==> config.mk <==
export PLATFORM = sky130hd
export DESIGN_NAME = systolic_array
export DESIGN_NICKNAME = d
export VERILOG_FILES = /design/src/rtl/systolic_array.sv
export SDC_FILE = /design/constraint.sdc
export NUM_CORES = 1
export LEC_CHECK = 0
export BUFFER_PORTS_ARGS = -buffer_cell sky130_fd_sc_hd__buf_2
export CAP_MARGIN = 5
export CORE_UTILIZATION = 45
export DETAILED_ROUTE_END_ITERATION = 8
export PLACE_DENSITY = 0.67
export SLEW_MARGIN = 40
export SYNTH_ARGS = -nofsm -noshare
export SYNTH_HDL_FRONTEND = slang
export SYNTH_SLANG_ARGS = --single-unit
export TNS_END_PERCENT = 30
==> constraint.sdc <==
create_clock -name clk -period 6.65 [get_ports clk]
set_input_delay 1.33 -clock clk [delete_from_list [all_inputs] [get_ports clk]]
set_output_delay 1.33 -clock clk [all_outputs]
set_load 0.01 [all_outputs]
==> src/rtl/systolic_array.sv <==
// systolic_array: output-stationary NxN unsigned MAC grid computing one C = A*B block per start.
// Define SYSTOLIC_SAT_EN to saturate each C element instead of keeping its low BIT_W bits.
module systolic_array #(
    parameter int N     = 2,
    parameter int BIT_W = 8
) (
    input  logic                   clk,
    input  logic                   rst,
    input  logic                   start,
    input  logic [N*N*BIT_W-1:0]   a_flat,
    input  logic [N*N*BIT_W-1:0]   b_flat,
    output logic [N*N*BIT_W-1:0]   c_flat,
    output logic                   busy,
    output logic                   done
);
    localparam int AW = 2*BIT_W + $clog2(N);
    localparam int SW = $clog2(3*N-2);
    localparam logic [SW-1:0] LAST = SW'(3*N-3);
    typedef enum logic [1:0] {IDLE, RUN, DONE} state_t;
    state_t state, state_n;
    logic [SW-1:0] step;
    logic [N*N*BIT_W-1:0] a_buf, b_buf;
    logic [BIT_W-1:0] left [N];
    logic [BIT_W-1:0] top [N];
    logic [BIT_W-1:0] a_in [N][N];
    logic [BIT_W-1:0] b_in [N][N];
    logic [BIT_W-1:0] a_reg [N][N];
    logic [BIT_W-1:0] b_reg [N][N];
    logic [2*BIT_W-1:0] prod [N][N];
    logic [AW-1:0] acc [N][N];
    logic accept;
    assign accept = state == IDLE && start;
    always_ff @(posedge clk) begin
        if (rst) begin
            state <= IDLE;
            step  <= '0;
            a_buf <= '0;
            b_buf <= '0;
            busy  <= 1'b0;
            done  <= 1'b0;
        end else begin
            state <= state_n;
            busy  <= state_n != IDLE;
            done  <= state_n == DONE;
            step  <= (state == RUN) ? step + 1'b1 : '0;
            if (accept) begin
                a_buf <= a_flat;
                b_buf <= b_flat;
            end
        end
    end
    always_comb begin
        state_n = (state == IDLE) ? (start ? RUN : IDLE) :
                  (state == RUN)  ? ((step == LAST) ? DONE : RUN) : IDLE;
    end
    // Edge skew: row i of A and column i of B enter i steps late, zero outside their window.
    always_comb begin
        for (int i = 0; i < N; i++) begin
            left[i] = '0;
            top[i]  = '0;
            for (int k = 0; k < N; k++) begin
                if (int'(step) == k + i) begin
                    left[i] = a_buf[(i*N+k)*BIT_W +: BIT_W];
                    top[i]  = b_buf[(k*N+i)*BIT_W +: BIT_W];
                end
            end
        end
    end
    for (genvar i = 0; i < N; i++) begin : g_row
        for (genvar j = 0; j < N; j++) begin : g_col
            logic [BIT_W-1:0] c_el;
            if (j == 0) begin : g_a_edge
                assign a_in[i][j] = left[i];
            end else begin : g_a_hop
                assign a_in[i][j] = a_reg[i][j-1];
            end
            if (i == 0) begin : g_b_edge
                assign b_in[i][j] = top[j];
            end else begin : g_b_hop
                assign b_in[i][j] = b_reg[i-1][j];
            end
            assign prod[i][j] = {{BIT_W{1'b0}}, a_in[i][j]} * {{BIT_W{1'b0}}, b_in[i][j]};
`ifdef SYSTOLIC_SAT_EN
            assign c_el = (|acc[i][j][AW-1:BIT_W]) ? {BIT_W{1'b1}} : acc[i][j][BIT_W-1:0];
`else
            assign c_el = acc[i][j][BIT_W-1:0];
`endif
            assign c_flat[(i*N+j)*BIT_W +: BIT_W] = (state == RUN) ? '0 : c_el;
        end
    end
    always_ff @(posedge clk) begin
        for (int i = 0; i < N; i++) begin
            for (int j = 0; j < N; j++) begin
                if (rst || accept) begin
                    a_reg[i][j] <= '0;
                    b_reg[i][j] <= '0;
                    acc[i][j]   <= '0;
                end else if (state == RUN) begin
                    a_reg[i][j] <= a_in[i][j];
                    b_reg[i][j] <= b_in[i][j];
                    acc[i][j]   <= acc[i][j] + AW'(prod[i][j]);
                end
            end
        end
    end
endmodule
**Word level (Yosys, flattened, before mapping)**

Memories as Yosys holds them, arrays and structs flattened.
Cells that the tools add are included.

- Input port bits: 67
- Memories kept: 3
- Memory bits (writable): 132
- Register bits after elaboration: 70

- Reductions and logical operators: 6
- Multiply operators: 4
- Equal/unequal tests: 5
- Bitwise gates (word level): 13
- $add $sub $neg: 5
- Mux-type cells: 33

Memories:

| name | words | width | rd ports | clocked after Yosys merged registers in | write ports | RTL line | source |
|---|---|---|---|---|---|---|---|
| acc | 2 | 34 | 2 | 0 | 2 | 30 | `logic [AW-1:0] acc [N][N];` |
| a_reg | 2 | 16 | 2 | 0 | 2 | 27 | `logic [BIT_W-1:0] a_reg [N][N];` |
| b_reg | 2 | 16 | 1 | 0 | 2 | 28 | `logic [BIT_W-1:0] b_reg [N][N];` |

Operators with widths:

| kind | number |
|---|---|
| two-way mux 8 bit | 20 |
| adder 17 x 16 -> 17 bit | 4 |
| two-way mux 17 bit | 4 |
| multiplier 8 x 8 -> 16 bit | 4 |
| bitwise OR 1 bit | 12 |
| == test 2 bit (second input constant) | 4 |
| two-way mux 1 bit | 6 |
| two-way mux 2 bit | 3 |
| logical NOT 2 bit | 2 |
| adder 2 x 1 -> 2 bit (second input constant) | 1 |
| == test 2 x 1 -> 1 bit (second input constant) | 1 |
| nonzero test 2 bit | 1 |
| OR reduction 2 bit | 1 |
| logical AND 1 bit | 1 |
| logical OR 1 bit | 1 |
| inverter 1 bit | 1 |

**Logic depth before layout (Yosys ltp)**

Gate-level depths: netlist (run 1).

- Word-level depth: 6
- Depth in mapped cells: 23

**Worst setup path before layout (run 1)**

No wires, ideal clock.

- Kind: reg2reg
- Start: reg step[1]
- End: mem acc[1][24] (netlist name), data pin
- Slack: 1.498 ns
- Clock period less this slack: 5.152 ns
- Stages on the path, launching flop included: 24
- Library setup time: 0.266 ns
- Required time: 6.384 ns
- Buffers on the path: 3
- Data arrival time: 4.886 ns
- Path through: dfxtp_1 > inv_1 > ha_1 > buf_6 > buf_12 > buf_6 > and3b_1 > or2_2 > and2_1 > fa_1 > inv_1 > fa_1 > inv_1 > ha_1 > inv_1 > fa_1 > inv_1 > ha_1 > a21o_1 > a21oi_1 > xnor2_1 > xnor3_1 > xnor3_1 > nor2_1

RTL lines:

| what | RTL line | source |
|---|---|---|
| start: declaration | 21 | `logic [SW-1:0] step;` |
| start signal: assignment | 45 | `step <= (state == RUN) ? step + 1'b1 : '0;` |
| end: declaration | 30 |  |

==> flow_summary.json, run 1 <==
{
  "postCtsSetupBuffers": 0,
  "critPathMaxFanout": 17,
  "synth_nets": 1295,
  "pin_count": 101,
  "ys_ff_latch": 134,
  "startpoint_type": "register",
  "syn_inst": 1084,
  "grt_pass1_vias": 7160,
  "total_leakage_power_nw": 5.22,
  "drc": 0,
  "grt_max_degree": 70,
  "clock_skew_ns": 0.00622,
  "synth_common_cells": "nand2_1 (252), inv_1 (143), and2_1 (101)",
  "dr.pass1.iters": 8,
  "io_buffers": 100,
  "r2r_slack_ns": 0.99,
  "max_slew_margin": 0.500,
  "critPathRequiredTime_ns": 6.81,
  "cp_slowest_cell": "ha_1",
  "critPathTopFamily": "adder cells",
  "place_inst": 1426,
  "cts_resized": 0,
  "final_area_mm2": 0.0112,
  "final_cells": 1458,
  "clockBufferDepth": 2,
  "endpoint_kind": "register",
  "antenna_found_initial": 0,
  "yosys_warnings": 0,
  "yosysSeqAreaShare": 0.338,
  "clk_latency_ns": 0.42,
  "top_regs": "a_buf (32), acc (32), b_buf (32)",
  "ys.flop_type": "dfxtp_1",
  "holdWs_ns": 0.452,
  "grt_setup_unrepaired": "false",
  "cts_buffers": 17,
  "ys_top_cells_by_area": "edfxtp_1 (20%), fa_1 (15%), dfxtp_1 (14%)",
  "rows": 53,
  "cp.buffers_inverters": 4,
  "p_total_w": 0.00221,
  "yosysMostFrequentCell": "nand2_1",
  "dr_total_vias": 7197,
  "yosysTopAreaCellShare": 0.195,
  "synth_cell_types": 46,
  "post_dp_cell_area_mm2": 0.0106,
  "outcome": "complete, no violations",
  "slowest_delay_ns": 0.56,
  "overflow": 0,
  "arrival_ns": 5.82,
  "grt_use_total": 0.212,
  "hp-class": "register to register",
  "initial_core_util": 0.464,
  "viasPerCell": 4.94,
  "chipWidth_um": 150,
  "drive_above_1_share": 0.138,
  "gp_congestion": 0.871,
  "core_mm2": 0.0212,
  "finalSetupTns_ns": 0,
  "drv_cap": 0,
  "power_density_mw_per_mm2": 198,
  "synth_area_mm2": 0.00984,
  "ir_drop_v": 0.000172,
  "nNetsFinal": 1381,
  "fin_crit_sh": 0.852,
  "clk_pin_slew_ns": 0.06,
  "max_slew.worst_pin.slew_ns": 0.750,
  "avgSynthCellArea_um2": 9.08,
  "cts_hold_buf": 0,
  "die-area_mm2": 0.0225,
  "area_growth_pct": 13.3,
  "synth-edff-count": 64,
  "max_clock_freq_mhz": 177,
  "die_h_um": 150,
  "diodes": 0,
  "crit_chain": "inv_1, ha_1, buf_4, and3b_1, a21oi_1, nor2b_1, fa_1, fa_1, ha_1, inv_1, fa_1, inv_1, ha_1, a21o_1, a21oi_1, xnor3_2, xnor3_1, nor2_1",
  "dpl.hpwl_um": 16400,
  "min_period_ns": 5.66,
  "criticalPathCategory": "register to register",
  "cts.sinks": 134,
  "drt_first_iter_violations": 391,
  "report.final.slew_viol_count": 0,
  "grt_pass1_wl_um": 36300,
  "hold_violations": 0,
  "cts_max_level": 4,
  "async_flop_share": 0,
  "routedWlPerCell_um": 15.1,
  "cts_tree": "done",
  "yosysTopAreaCell": "edfxtp_1",
  "ant_nets": 0,
  "wl_um": 22000,
  "setup_violations": 0,
  "ctsRootBufferMaster": "clkbuf_16"
}
placed cells by master, fill, tap and decap left out, drive strengths merged, types with 2 or more instances in the layout:
master	count
clkbuf	23
ha	72
a21oi	79
o21a	6
dfxtp	70
and3b	3
buf	110
o21ai	20
nand2	254
nor2b	9
a31oi	4
nand3	4
nand3b	4
nand2b	6
edfxtp	64
xnor2	39
nor2	47
a21o	8
xnor3	10
clkinv	4
and3	2
inv	147
or2	3
a21boi	4
xor2	11
fa	72
and2	102
power by group:
group / switching, W / total [W] / internal [W]
combinational: 0.000180 / 0.000299 / 0.000118
clock: 0.000375 / 0.000956 / 0.000581
sequential: 0.0000399 / 0.000957 / 0.000917
cell families (layout without fill, tap and decap cells):
| group | after synthesis | count (layout) | synth area share |
|---|---|---|---|
| and+or+nand+nor | 434 | 434 | 0.202 |
| buffers and inverters | 186 | 285 | 0.0774 |
| adders and majority gates | 144 | 144 | 0.238 |
| DFF | 134 | 134 | 0.338 |
| AOI/OAI and AO/OA | 125 | 125 | 0.0745 |
| xor gates and xnor gates | 61 | 61 | 0.0699 |
through the flow:
step                      utilization  setup WS (ns)
after floorplan                     -           1.50
after global placement          0.497           1.14
after detailed placement        0.497          0.999
after CTS                       0.525          0.975
after global routing            0.525          0.675
final                           0.525          0.987
cell type report:
class / instances / area, um2
fillers: 2006 / 10100
repair buffers: 110 / 576
inverters: 143 / 537
clock inverters: 9 / 85.1
well taps: 275 / 344
flip-flops and latches: 134 / 3320
clock buffers: 23 / 510
multi-input cells: 764 / 5780
tightest hold or removal path, cell delays in order, from the launching register on:
cell	delay, ns
dfxtp_1	0.31
nand2_1	0.05
a21oi_1	0.05
routing by layer:
metal	global-route usage	vias to the layer above	share of wire
met2	0.350	209	0.47
met5	0	-	0
li1	-	3553	-
met3	0.0299	29	0.048
met4	0.0667	0	0.020
met1	0.286	3406	0.46
path summary, 6_finish.rpt:
path,end,cells past startpoint,start
worst max-delay path,acc[0][7],18,step[0]
worst min-delay path,b_buf[22],2,b_buf[22]
worst max register to register,acc[0][7],18,step[0]
worst min register to register,b_buf[22],2,b_buf[22]
Note: power is estimated with default switching activity, not from simulation.
==> run 2, diff against run 1 <==
--- a/config.mk
+++ b/config.mk
@@ -5,6 +5,7 @@
 export SDC_FILE = /design/constraint.sdc
 export NUM_CORES = 1
 export LEC_CHECK = 0
+export ABC_AREA = 1
 export BUFFER_PORTS_ARGS = -buffer_cell sky130_fd_sc_hd__buf_2
 export CAP_MARGIN = 5
 export CORE_UTILIZATION = 45
==> flow_summary.json, run 2 <==
{
  "antenna_found_initial": 0,
  "setup_violations": 0,
  "cts.sinks": 134,
  "grt_pass1_vias": 7867,
  "die_h_um": 152,
  "io_buffers": 100,
  "ff2ff_path_depth": 30,
  "drive_above_1_share": 0.127,
  "drv_cap": 0,
  "worstSetupStartpoint": "step[1]",
  "hold_violations": 0,
  "synth-edff-count": 64,
  "clockBufferDepth": 2,
  "clk_pin_slew_ns": 0.07,
  "routedWlPerCell_um": 13.7,
  "ys_ff_latch": 134,
  "power_density_mw_per_mm2": 223,
  "grt_max_degree": 77,
  "rows": 54,
  "synth_common_cells": "nor2_1 (260), nand2_1 (256), inv_1 (252)",
  "slowest_delay_ns": 0.57,
  "syn_inst": 1309,
  "fin_crit_sh": 0.859,
  "cts_buffers": 17,
  "final_common_cell": "nor2_1",
  "overflow": 0,
  "pin_count": 101,
  "p_total_w": 0.00256,
  "arrival_ns": 5.87,
  "drc": 0,
  "seqPwrFrac": 0.394,
  "clk_latency_ns": 0.43,
  "drt_first_iter_violations": 461,
  "diodes": 0,
  "max_slew_margin": 0.530,
  "max_slew.worst_pin.slew_ns": 0.705,
  "yosysSeqAreaShare": 0.329,
  "clock_skew_ns": 0.0127,
  "critPathMaxFanout": 14,
  "hp-class": "register to register",
  "cp_common_cell": "nand2_1",
  "criticalPathCategory": "register to register",
  "ctsRootBufferMaster": "clkbuf_16",
  "yosysMostFrequentCell": "nor2_1",
  "chipWidth_um": 152,
  "gp_congestion": 0.905,
  "ys.flop_type": "dfxtp_1",
  "nNetsFinal": 1606,
  "async_flop_share": 0,
  "report.final.slew_viol_count": 0,
  "synth_cell_types": 37,
  "cts_hold_buf": 0,
  "yosys_warnings": 0,
  "clkPwrFrac": 0.373,
  "r2r_start": "step[1]",
  "ys_top_cells_by_area": "edfxtp_1 (19%), fa_1 (14%), dfxtp_1 (14%)",
  "top_regs": "a_buf (32), acc (32), b_buf (32)",
  "grt_pass1_wl_um": 38500,
  "wl_um": 23200,
  "r2r_slack_ns": 0.94,
  "swShare": 0.332,
  "synth_area_mm2": 0.0101,
  "postCtsSetupBuffers": 0,
  "max_clock_freq_mhz": 175,
  "grt_setup_unrepaired": "false",
  "grt_use_total": 0.219,
  "cp_slowest_cell": "fa_1",
  "dr_total_vias": 8185,
  "endpoint": "acc[0][24]",
  "outcome": "complete, no violations",
  "ir_drop_v": 0.000190,
  "final_cells": 1688,
  "total_leakage_power_nw": 5.70,
  "dpl.hpwl_um": 18200,
  "cts_resized": 0,
  "yosysTopAreaCell": "edfxtp_1",
  "yosysTopAreaCellShare": 0.190,
  "finalSetupTns_ns": 0,
  "avgSynthCellArea_um2": 7.71,
  "die-area_mm2": 0.0230,
  "reg2reg_to": "acc[0][24]",
  "startpoint_type": "register",
  "viasPerCell": 4.85,
  "cts_max_level": 4,
  "place_inst": 1656,
  "nFillCells": 2164,
  "cts_tree": "done",
  "endpoint_kind": "register",
  "ant_nets": 0,
  "p_int_w": 0.00171,
  "critPathRequiredTime_ns": 6.81,
  "power.switching_w": 0.000850,
  "area_growth_pct": 13.4,
  "final_cell_mix": "nor2_1 (259), nand2_1 (255), inv_1 (252)",
  "synth_nets": 1520,
  "dr.pass1.iters": 5,
  "initial_core_util": 0.461,
  "p_comb_frac": 0.232,
  "core_mm2": 0.0219,
  "min_period_ns": 5.71
}
[run 2: cell count changes in the layout (fill, tap and decap cells not counted), sizes merged, moves of 7 or more]
cell   delta
nor2b     -9
nor2    +216
and2    -100
inv     +123
o21ai    +62
nand2    +13
a21oi    -59
nand3    +39
a21o      -7
xnor2    -20
xnor3    -10
[run 2: per-layer routing]
metal / share of wire / GRT usage / up-vias / wire (um)
met5: 0 / 0 / - / 0
met3: 0.048 / 0.0359 / 27 / 1100
met1: 0.47 / 0.291 / 3822 / 10900
met2: 0.47 / 0.368 / 201 / 10900
li1: - / - / 4135 / -
met4: 0.015 / 0.0540 / 0 / 343
[run 2: worst max-delay path, delay by kind of cell (launching register included)]
kind	cells	cell delay [ns]
AO/OA/AOI/OAI	2	0.62
AND/OR/NAND/NOR	14	1.11
buffers and inverters	8	0.74
adder cells (fa/ha/maj)	6	2.63
flip-flops	1	0.33
[run 2: stage by stage]
step / setup WS, ns / util / area (um2) / hold slack [ns]
floorplan: 1.93 / - / 10100 / 0.429
global placement: 1.15 / 0.494 / 10800 / 0.444
detailed placement: 1.03 / 0.496 / 10900 / 0.452
CTS: 0.938 / 0.523 / 11400 / 0.462
global route: 0.583 / 0.523 / 11400 / 0.488
finish: 0.941 / 0.523 / 11400 / 0.465
[run 2: area by class of cell]
cell class              instances  area [um2]  area share
multi-input cells             875        5620       0.491
flip-flops and latches        134        3320       0.290
inverters                     260         978      0.0855
repair buffers                107         586      0.0512
clock buffers                  18         439      0.0384
well taps                     280         350      0.0306
clock inverters                14         150      0.0131
[run 2: how the worst min path moves through the flow]
stage / from / to / depth (start not counted)
after floorplan: a_buf[10] / a_buf[10] / 2
after global placement: a_buf[10] / a_buf[10] / 2
after detailed placement: a_buf[10] / a_buf[10] / 2
after CTS: a_buf[10] / a_buf[10] / 2
after global routing: b_buf[26] / b_buf[26] / 2
final: a_buf[10] / a_buf[10] / 2
[run 2: kinds of logic (layout without fill, tap and decap cells)]
family | after synthesis | after routing | share of synthesized area
fa+ha+maj | 144 | 144 | 0.232
simple gates | 591 | 591 | 0.236
compound gates | 108 | 108 | 0.0590
xor+xnor | 32 | 32 | 0.0278
buf+inv | 300 | 399 | 0.116
flops | 134 | 134 | 0.329
[run 2: power groups by stage]
stage | Sequential [W] | Combinational [W] | Clock [W]
floorplan | 0.00101 | 0.000437 | 0
CTS | 0.00101 | 0.000601 | 0.000968
finish | 0.00101 | 0.000593 | 0.000955
detailed placement | 0.00103 | 0.000595 | 0
global route | 0.00102 | 0.000693 | 0.00101
global placement | 0.00103 | 0.000573 | 0
